--- src/rtl/gps_nav_pkg.sv ---
// Shared definitions for the GPS navigation tracker: FSM state encoding and default parameters.
package gps_nav_pkg;
  typedef enum logic [1:0] {S_IDLE, S_CALC, S_CHECK, S_OUT} state_t;

  localparam int DEF_NUM_CH   = 4;
  localparam int DEF_DATA_W   = 32;
  localparam int DEF_JUMP_THR = 1000;
  localparam int DEF_DEBOUNCE = 2;
  localparam int CNT_W        = 4;
endpackage

--- src/rtl/gps_chan_store.sv ---
// Per-channel tracker state (last position, primed flag, violation count, optional filter).
// Filter storage exists only when GPS_NAV_VEL_FILTER_EN is defined.
import gps_nav_pkg::*;

module gps_chan_store #(
  parameter int NUM_CH = DEF_NUM_CH,
  parameter int DATA_W = DEF_DATA_W,
  parameter int CH_W   = $clog2(DEF_NUM_CH)
) (
  input  logic              clk,
  input  logic              rst,
  input  logic [CH_W-1:0]   rd_ch,
  output logic [DATA_W-1:0] rd_last_pos,
  output logic              rd_primed,
  output logic [CNT_W-1:0]  rd_viol,
`ifdef GPS_NAV_VEL_FILTER_EN
  output logic [DATA_W-1:0] rd_vf,
  input  logic [DATA_W-1:0] wr_vf,
`endif
  input  logic              wr_en,
  input  logic [CH_W-1:0]   wr_ch,
  input  logic [DATA_W-1:0] wr_last_pos,
  input  logic [CNT_W-1:0]  wr_viol
);
  logic [DATA_W-1:0] last_pos [NUM_CH];
  logic [NUM_CH-1:0] primed;
  logic [CNT_W-1:0]  viol_cnt [NUM_CH];
`ifdef GPS_NAV_VEL_FILTER_EN
  logic [DATA_W-1:0] vf [NUM_CH];
  assign rd_vf = vf[rd_ch];
`endif

  assign rd_last_pos = last_pos[rd_ch];
  assign rd_primed   = primed[rd_ch];
  assign rd_viol     = viol_cnt[rd_ch];

  always_ff @(posedge clk) begin
    if (rst) begin
      primed <= '0;
      for (int unsigned i = 0; i < NUM_CH; i++) begin
        last_pos[i] <= '0;
        viol_cnt[i] <= '0;
`ifdef GPS_NAV_VEL_FILTER_EN
        vf[i]       <= '0;
`endif
      end
    end else if (wr_en) begin
      last_pos[wr_ch] <= wr_last_pos;
      primed[wr_ch]   <= 1'b1;
      viol_cnt[wr_ch] <= wr_viol;
`ifdef GPS_NAV_VEL_FILTER_EN
      vf[wr_ch]       <= wr_vf;
`endif
    end
  end
endmodule

--- src/rtl/gps_nav_tracker.sv ---
// Multi-channel position tracker: velocity from successive samples, jump detection with debounced alerts.
// Define GPS_NAV_VEL_FILTER_EN to output a low-pass filtered velocity instead of the raw delta.
import gps_nav_pkg::*;

module gps_nav_tracker #(
  parameter int NUM_CH   = DEF_NUM_CH,
  parameter int DATA_W   = DEF_DATA_W,
  parameter int JUMP_THR = DEF_JUMP_THR,
  parameter int DEBOUNCE = DEF_DEBOUNCE
) (
  input  logic                       clk,
  input  logic                       rst,
  input  logic                       enable,
  input  logic                       meas_valid,
  output logic                       meas_ready,
  input  logic [$clog2(NUM_CH):0]    meas_chan,
  input  logic signed [DATA_W-1:0]   meas_pos,
  output logic                       out_valid,
  input  logic                       out_ready,
  output logic [$clog2(NUM_CH)-1:0]  out_chan,
  output logic [DATA_W-1:0]          position,
  output logic signed [DATA_W-1:0]   velocity,
  output logic                       alert,
  output logic [NUM_CH-1:0]          alert_mask,
  input  logic                       alert_clr,
  output logic [7:0]                 drop_cnt
);
  localparam int CH_W = $clog2(NUM_CH);
  localparam logic [DATA_W-1:0] THR      = DATA_W'(JUMP_THR);
  localparam logic [CNT_W-1:0]  DEB      = CNT_W'(DEBOUNCE);
  localparam logic [CH_W:0]     NCH      = (CH_W+1)'(NUM_CH);
  localparam logic [DATA_W-1:0] MOST_NEG = {1'b1, {(DATA_W-1){1'b0}}};

  state_t state, state_nxt;
  logic accept, chan_ok, wr_en;

  logic [CH_W-1:0]          ch_r;
  logic [DATA_W-1:0]        pos_r;
  logic signed [DATA_W-1:0] delta_r;
  logic                     first_r;
  logic [CNT_W-1:0]         vcnt_r;

  logic [DATA_W-1:0]        rd_last_pos;
  logic                     rd_primed;
  logic [CNT_W-1:0]         rd_viol;
  logic [DATA_W-1:0]        mag;
  logic                     viol;
  logic [CNT_W-1:0]         viol_new;
  logic [NUM_CH-1:0]        set_vec;
  logic signed [DATA_W-1:0] vel;

  assign chan_ok = meas_chan < NCH;
  assign wr_en   = (state == S_CHECK);
  assign alert   = |alert_mask;

  always_ff @(posedge clk) begin
    if (rst) state <= S_IDLE;
    else     state <= state_nxt;
  end

  always_comb begin
    state_nxt  = state;
    meas_ready = 1'b0;
    out_valid  = 1'b0;
    accept     = 1'b0;
    case (state)
      S_IDLE: begin
        meas_ready = enable & ~rst;
        accept     = meas_valid & meas_ready;
        if (accept && chan_ok) state_nxt = S_CALC;
      end
      S_CALC:  state_nxt = S_CHECK;
      S_CHECK: state_nxt = S_OUT;
      S_OUT: begin
        out_valid = 1'b1;
        if (out_ready) state_nxt = S_IDLE;
      end
      default: state_nxt = S_IDLE;
    endcase
  end

`ifdef GPS_NAV_VEL_FILTER_EN
  logic signed [DATA_W-1:0] vf_r, rd_vf, vf_new, vf_diff;
  always_comb begin
    vf_diff = delta_r - vf_r;
    vf_new  = first_r ? '0 : vf_r + (vf_diff >>> 2);
  end
`endif

  // Jump check always uses the raw delta; the most-negative value has no representable magnitude.
  always_comb begin
    mag      = delta_r[DATA_W-1] ? -delta_r : delta_r;
    viol     = ~first_r & ((mag > THR) | (delta_r == MOST_NEG));
    viol_new = '0;
    if (viol) viol_new = (vcnt_r >= DEB) ? DEB : vcnt_r + 1'b1;
    set_vec  = '0;
    if (wr_en && viol_new == DEB) set_vec[ch_r] = 1'b1;
`ifdef GPS_NAV_VEL_FILTER_EN
    vel      = vf_new;
`else
    vel      = first_r ? '0 : delta_r;
`endif
  end

  always_ff @(posedge clk) begin
    if (rst) begin
      ch_r       <= '0;
      pos_r      <= '0;
      delta_r    <= '0;
      first_r    <= 1'b0;
      vcnt_r     <= '0;
      out_chan   <= '0;
      position   <= '0;
      velocity   <= '0;
      alert_mask <= '0;
      drop_cnt   <= '0;
`ifdef GPS_NAV_VEL_FILTER_EN
      vf_r       <= '0;
`endif
    end else begin
      if (accept && chan_ok) begin
        ch_r  <= meas_chan[CH_W-1:0];
        pos_r <= meas_pos;
      end
      if (accept && !chan_ok && drop_cnt != 8'hFF) drop_cnt <= drop_cnt + 8'd1;
      if (state == S_CALC) begin
        delta_r <= pos_r - rd_last_pos;
        first_r <= ~rd_primed;
        vcnt_r  <= rd_viol;
`ifdef GPS_NAV_VEL_FILTER_EN
        vf_r    <= rd_vf;
`endif
      end
      if (wr_en) begin
        out_chan <= ch_r;
        position <= pos_r;
        velocity <= vel;
      end
      // A bit being set this cycle survives a simultaneous clear.
      alert_mask <= (alert_clr ? '0 : alert_mask) | set_vec;
    end
  end

  gps_chan_store #(
    .NUM_CH (NUM_CH),
    .DATA_W (DATA_W),
    .CH_W   (CH_W)
  ) u_store (
    .clk         (clk),
    .rst         (rst),
    .rd_ch       (ch_r),
    .rd_last_pos (rd_last_pos),
    .rd_primed   (rd_primed),
    .rd_viol     (rd_viol),
`ifdef GPS_NAV_VEL_FILTER_EN
    .rd_vf       (rd_vf),
    .wr_vf       (vf_new),
`endif
    .wr_en       (wr_en),
    .wr_ch       (ch_r),
    .wr_last_pos (pos_r),
    .wr_viol     (viol_new)
  );
endmodule

--- config.mk ---
export PLATFORM = sky130hd
export DESIGN_NAME = gps_nav_tracker
export DESIGN_NICKNAME = d
export VERILOG_FILES = /design/src/rtl/gps_nav_pkg.sv /design/src/rtl/gps_chan_store.sv /design/src/rtl/gps_nav_tracker.sv
export SDC_FILE = /design/constraint.sdc
export NUM_CORES = 1
export LEC_CHECK = 0
export ABC_AREA = 0
export CAP_MARGIN = 20
export CORE_MARGIN = 5
export CORE_UTILIZATION = 45
export DETAILED_ROUTE_END_ITERATION = 7
export GPL_ROUTABILITY_DRIVEN = 0
export PLACE_DENSITY = 0.74
export SLEW_MARGIN = 5
export SYNTH_ARGS = -nofsm -noshare
export SYNTH_HDL_FRONTEND = slang
export SYNTH_SLANG_ARGS = --single-unit
export TNS_END_PERCENT = 10
--- constraint.sdc ---
create_clock -name clk -period 5.5 [get_ports clk]
set_clock_uncertainty 0.2 [all_clocks]
set_input_delay 1.375 -clock clk [delete_from_list [all_inputs] [get_ports clk]]
set_output_delay 1.375 -clock clk [all_outputs]
set_load 0.05 [all_outputs]
==> summary.md, run 1 <==
| Metric | Value |
|---|---|
| FFs w/ async S/R, synth | 0% |
| Final Instance Count excl. Fillers | between 1500 and 2000 |
| Number of library cell types mapped by synthesis | 68 |
| Leakage | 6.31 nW |
| Routed WL | 32100 microns |
| CTS tree | yes |
| Status | complete, no violations |
| Final hold violations | 0 |
| Post-route DRC | 0 |
| Multiplexer share of the synthesized area | 8.22% |
| FF-to-FF setup slack | 1.06 ns |
| DR pass1 iterations | 6 |
| CTS buffer count | 31 |
| Slew margin rel. | 31.9% |
| Critical hold path startpoint | position[27] |
| Share of cells above drive strength 1 | 8.79% |
| CP max-delay cell | clkdlybuf4s50_1 |
| Worst hold stages | 2 |
| I/O Buffers | 121 |
| Total gr overflow | 0 |
| Xor/xnor share of the synthesized area | 1.81% |
| Vias per inst | 5.43 |
| Layout area overhead | 19.2% |
| Area contributors post-synth | edfxtp_1 32%, dfxtp_1 23%, mux4_2 6.2% |
| Cell taking the most area after synthesis | edfxtp_1 |
| CP endpoint kind | output port |
| Antenna cell count | 0 |
| Synth warn | 0 |
| Cell area after layout | 16200 sq um |
| WP data arrival | approximately 3.1 ns |
| Hold-fix buffers, CTS | 0 |
| Cell repeated most along the worst path | clkdlybuf4s50_1 |
| Most frequent cells in the layout | 208 x nand2_1, 156 x dfxtp_1, 144 x edfxtp_1 |
| Tot GR Track Use | 18.8% |
| Endpoints failing setup | 0 |
| Post-synth EDFFs | 144 |
| Fin Setup TNS | 0 ns |
| Antenna Nets Post-Route | 0 |
| Syn Area/Cell | 10.6 sq um |
| Vias in the first global route | a little under 10000 |
| Die area | 33700 sq um |
| Cell Area, Synth | between 10000 and 15000 sq um |
| Synth Area in Simple Gates | between 10% and 20% |
| Number of placement rows | between 60 and 70 |
| Top_reg_cell synth | dfxtp_1 |
| Placed cell count | between 1500 and 2000 |
| Fmax | 214 MHz |
| Synth Area in Adders | 3.66% |
| Routed len/inst | 17.9 microns |
| Slew Viols, Final | 0 |
| First-pass GRT wire length | 51700 microns |
| Slew of the pin with the lowest slew margin | 1.02 ns |
| FILL cells | 2547 |
| DPL Wire Length | 21500 microns |
| Clock Latency Late Sink | 0.55 ns |
| Power Density | 367 nW/um^2 |
| Largest net degree at the start of global routing | 63 |
| Core Region | 29700 sq um |
| Tcrit/Tclk final | 84.8% |
| Gate count of the mapped netlist | 1276 |
| Post CTS Setup Buffer Count | 0 |
| Die span in y | 183 microns |
| Crit path required time | ~3.9 ns |
| Seq cells post-synth | 301 |
| Crit path from | enable |
| Die width | between 150 and 200 microns |
| Clock buffer depth | 3 |
| Max cap viols | 0 |
| CTS Root Cell | clkbuf_16 |
| Compound-gate portion of the synthesized area | 10.1% |
| Power Total | just under 6 mW |
| Commonest non-fill, non-tap cell in the layout | nand2_1 |
| Final worst setup slack | 0.838 ns |
| Pre-CTS setup slack | 0.820 ns |
| Nets | 1466 |
| Starting Density | 45.6% |
| CP Cell Sequence | clkdlybuf4s50_1 -> nor2b_1 -> nand2_1 -> inv_1 -> clkdlybuf4s50_1 |
| 1st-iter DRT viols | 720 |
| Crit path largest cell delay | 0.81 ns |
| Met2 Use GR | 31.1% |
| Hold worst-path end | position[27] |
| Global Route met1 Usage | 26.4% |
| Setup CP Type | in -> out |
| Hold Crit Class | reg -> reg |
| Worst VDD drop | ~220 uV |
| Fin crit period | 4.66 ns |
| Met3 usage | 2.83% |
| Post-synth top area share | 31.9% |
| Worst R2R End | delta_r[28] |
| Initial antenna violation count | 0 |
| Clock slew seen by the registers of the worst setup and hold paths | 0.06 ns |
| Gr busiest metal | met2 |
| Main combinational cell family by area after synthesis | simple AND/OR/NAND/NOR gates |
| Startpoint types | input pin |
| DP Area | roughly 15000 sq um |
| DR vias | 9777 |
| H-tree Lvls | 1 |
| Ports | between 100 and 150 |
| Sequential area share after synthesis | 55.1% |
| Clock Sinks | 301 |
| Reg2Reg Depth | 13 |
| RSZ-0062 raised after global routing | false |
| Worst-path fanout max | 3 |
| Post-CTS Resized | 0 |
-- synth_stat cells (3+ instances only) --
| master | count |
|---|---|
| nand3b_1 | 5 |
| o21ai_0 | 23 |
| nand2b_1 | 20 |
| o21a_1 | 6 |
| or3_1 | 3 |
| nor2b_1 | 12 |
| a21o_1 | 16 |
| nand3_1 | 12 |
| and2_1 | 37 |
| o22ai_1 | 8 |
| a211oi_1 | 9 |
| clkbuf_1 | 55 |
| a22o_1 | 34 |
| and3_1 | 6 |
| buf_1 | 9 |
| a31oi_1 | 5 |
| xor2_1 | 16 |
| nor3_1 | 17 |
| o311ai_0 | 7 |
| mux2i_1 | 28 |
| o221ai_1 | 3 |
| mux4_2 | 37 |
| nor2_1 | 131 |
| nor3b_1 | 9 |
| nor4_1 | 9 |
| edfxtp_1 | 144 |
| nand4_1 | 9 |
| dfxtp_1 | 157 |
| xnor2_1 | 12 |
| ha_1 | 38 |
| a21oi_1 | 64 |
| o211ai_1 | 3 |
| nand2_1 | 208 |
| inv_1 | 81 |
-- worst max-delay path: cells and delay by family --
family | cells | cell delay, ns
buf+inv | 3 | 1.36
simple gates | 2 | 0.35
-- area by class of cell --
class,instances,area [sq um],area share (%)
Inverter,82,308,1.91
Clock inverter,18,178,1.10
Multi-Input combinational cell,831,5560,34.4
Clock buffer,39,806,4.99
Timing Repair Buffer,139,1340,8.32
Tap cell,390,488,3.02
Sequential cell,301,7470,46.2
-- stage by stage --
stage / util [%] / hold WS [ns]
floorplan: - / 0.222
global placement: 51.0 / 0.231
detailed placement: 51.0 / 0.232
CTS: 54.4 / 0.246
global route: 54.4 / 0.261
finish: 54.4 / 0.246
-- power by group --
part	leakage [nW]	switching, mW	internal [mW]
Clock	0.469	0.866	1.18
Combinational	3.09	0.712	0.505
Sequential	2.75	0.182	2.49
-- cell families after synthesis --
family | count (synthesis)
simple gates | 495
flops | 301
compound gates | 200
buf+inv | 147
mux | 65
fa+ha+maj | 39
xor+xnor | 28
other cells | 1
-- state kept, by name (all words and copies together) (netlist names), 4 cells and up, named ones only --
signal and cells:
u_store.last_pos 128, velocity 32, position 32, pos_r 32
u_store.viol_cnt 16, drop_cnt 8, alert_mask 4, vcnt_r 4
u_store.primed 4, delta_r 32
-- routing by layer --
layer / share of wire (%) / routed length, microns
met5: 0 / 0
met4: 1.7 / 539
met3: 5.8 / 1870
met2: 47 / 15000
met1: 46 / 14700
-- worst max path at each step --
stage	to	depth (start not counted)	slack [ns]
4_1_cts	meas_ready	5	0.82
3_3_place_gp	meas_ready	5	0.82
6_report	meas_ready	5	0.84
5_1_grt	delta_r[28]	13	0.75
2_1_floorplan	delta_r[28]	14	1.06
3_5_place_dp	meas_ready	5	0.82
Note: power is estimated with default switching activity, not from simulation.
==> inputs of run 2 (changes only) <==
clock period = 4.3 ns   (was 5.5 ns; I/O delays follow)
==> summary.md, run 2 (same netlist as run 1, synthesis figures left out) <==
| Metric | Value |
|---|---|
| RSZ-0062 raised after global routing | false |
| Final hold violations | 0 (unchanged) |
| Initial antenna violation count | 0 (unchanged) |
| DR pass1 iterations | 5 (-1) |
| Nets | 1470 (+0.27%) |
| Power Density | 468 nW/um^2 (+28%) |
| Worst-path fanout max | 4 (+1) |
| Fin Setup TNS | 0 ns (unchanged) |
| Hold Crit Class | reg -> reg |
| Layout area overhead | 20.1% |
| Starting Density | 45.6% (unchanged) |
| Max cap viols | 0 (unchanged) |
| Setup CP Type | reg -> reg |
| Vias per inst | 5.42 (-0.14%) |
| Number of placement rows | 63 (unchanged) |
| CTS buffer count | 30 (-3.2%) |
| Total gr overflow | 0 (unchanged) |
| Antenna Nets Post-Route | 0 (unchanged) |
| Antenna cell count | 0 (unchanged) |
| CTS tree | yes |
| DR vias | 9785 (+0.082%) |
| Clock Sinks | 301 (unchanged) |
| Vias in the first global route | 9491 (-1.5%) |
| Worst VDD drop | 320 uV (+48%) |
| Fmax | 247 MHz |
| DPL Wire Length | 22100 microns (+2.9%) |
| Die span in y | 183 microns (unchanged) |
| Slew Viols, Final | 0 (unchanged) |
| Max reg flops | 128 (unchanged) |
| I/O Buffers | 121 (unchanged) |
| Leakage | 6.38 nW (+1.0%) |
| Biggest register | u_store.last_pos |
| 1st-iter DRT viols | 932 (+29%) |
| Slew of the pin with the lowest slew margin | 0.947 ns (-0.0745 ns) |
| CTS Root Cell | clkbuf_16 |
| Fin crit period | 4.05 ns |
| Routed WL | 32500 microns (+0.98%) |
| Tot GR Track Use | 18.9% (+0.11 points) |
| Tcrit/Tclk final | a little over nine tenths |
| Die area | 33700 sq um (unchanged) |
| Clock Latency Late Sink | 0.56 ns (about the same) |
| Clock buffer depth | 3 (unchanged) |
| Post-route DRC | 0 (unchanged) |
| Startpoint types | flop |
| Die width | 183 microns (unchanged) |
| Largest net degree at the start of global routing | 70 (+11%) |
| DP Area | 15200 sq um (+0.48%) |
| Clock slew seen by the registers of the worst setup and hold paths | 0.06 ns (about the same) |
| Endpoints failing setup | 0 (unchanged) |
| Ports | 122 (unchanged) |
| Cell area after layout | 16300 sq um (+0.71%) |
| Core Region | 29700 sq um (unchanged) |
| WP data arrival | 4.28 ns (+1.19 ns) |
| Share of cells above drive strength 1 | 9.55% (+0.75 points) |
| Routed len/inst | 18.0 microns (+0.75%) |
| Crit path required time | 4.53 ns (+0.61 ns) |
| H-tree Lvls | 1 (unchanged) |
| Slew margin rel. | 36.9% (+5.0 points) |
| Commonest non-fill, non-tap cell in the layout | nand2_1 |
| First-pass GRT wire length | 51700 microns (+0.15%) |
| Most frequent cells in the layout | 208 x nand2_1, 156 x dfxtp_1, 144 x edfxtp_1 |
| Status | complete, no violations |
| Critical hold path startpoint | position[19] |
| CP endpoint kind | flop |
run 2: cell types whose count changed in the layout (fill, tap and decap cells not counted), sizes merged:
cell	delta
buf	+6
bufinv	-2
clkbuf	+2
clkinv	+2
inv	-2
clkdlybuf4s50	-1
clkinvlp	-1
run 2: critical path, cell delays in order (launching register included):
cell and delay [ns]:
dfxtp_2 0.40, mux4_2 0.52, ha_1 0.23, fa_1 0.42, nor2b_1 0.13, o21a_1 0.16, o21ai_0 0.12, a211oi_1 0.25
o31ai_1 0.19, a211oi_2 0.34, o221ai_1 0.20, or4b_2 0.62, o311ai_0 0.12
run 2: repair_timing:
item	in CTS	in global routing
hold buffers	0	0
setup buffers	0	0
resized for setup	0	1
endpoints found under the setup margin	0	1
run 2: power breakdown:
part / internal [mW] / switching (mW)
Combinational: 0.654 / 0.923
Sequential: 3.18 / 0.229
Clock: 1.54 / 1.09
run 2: area by class of cell:
type | count | area (sq um)
Fill cell | 2521 | 13500
Timing Repair Buffer | 144 | 1420
Tap cell | 390 | 488
Multi-Input combinational cell | 831 | 5570
Clock buffer | 41 | 907
Inverter | 82 | 308
Sequential cell | 301 | 7470
Clock inverter | 15 | 113
run 2: through the flow:
| stage | total power [mW] | hold WS (ns) | worst slack (ns) | util, % | cells |
|---|---|---|---|---|---|
| 4_1_cts | 7.64 | 0.246 | 0.177 | 54.7 | 1804 |
| 2_1_floorplan | 4.61 | 0.222 | 0.131 | - | 1279 |
| 3_5_place_dp | 5.02 | 0.233 | 0.229 | 51.3 | 1748 |
| 3_3_place_gp | 4.97 | 0.229 | 0.346 | 51.3 | 1748 |
| 5_1_grt | 7.98 | 0.250 | 0.0188 | 54.7 | 1804 |
| 6_report | 7.62 | 0.245 | 0.253 | 54.7 | 1804 |
run 2: path summary, 6_finish.rpt:
kind                                      to  slack (ns)  cells after the start
worst max-delay path             delta_r[28]        0.25                     12
worst min-delay path            position[19]        0.25                      2
worst max register to register   delta_r[28]        0.25                     12
worst min register to register  position[19]        0.25                      2
run 2: per-layer routing:
metal  global-route usage, %  up-vias  wire length (microns)
li1                        -     4724                      -
met1                    27.4     4661                  14600
met2                    29.6      355                  14700
met3                    3.70       45                   2610
met4                    4.23        0                    593
met5                       0        -                      0
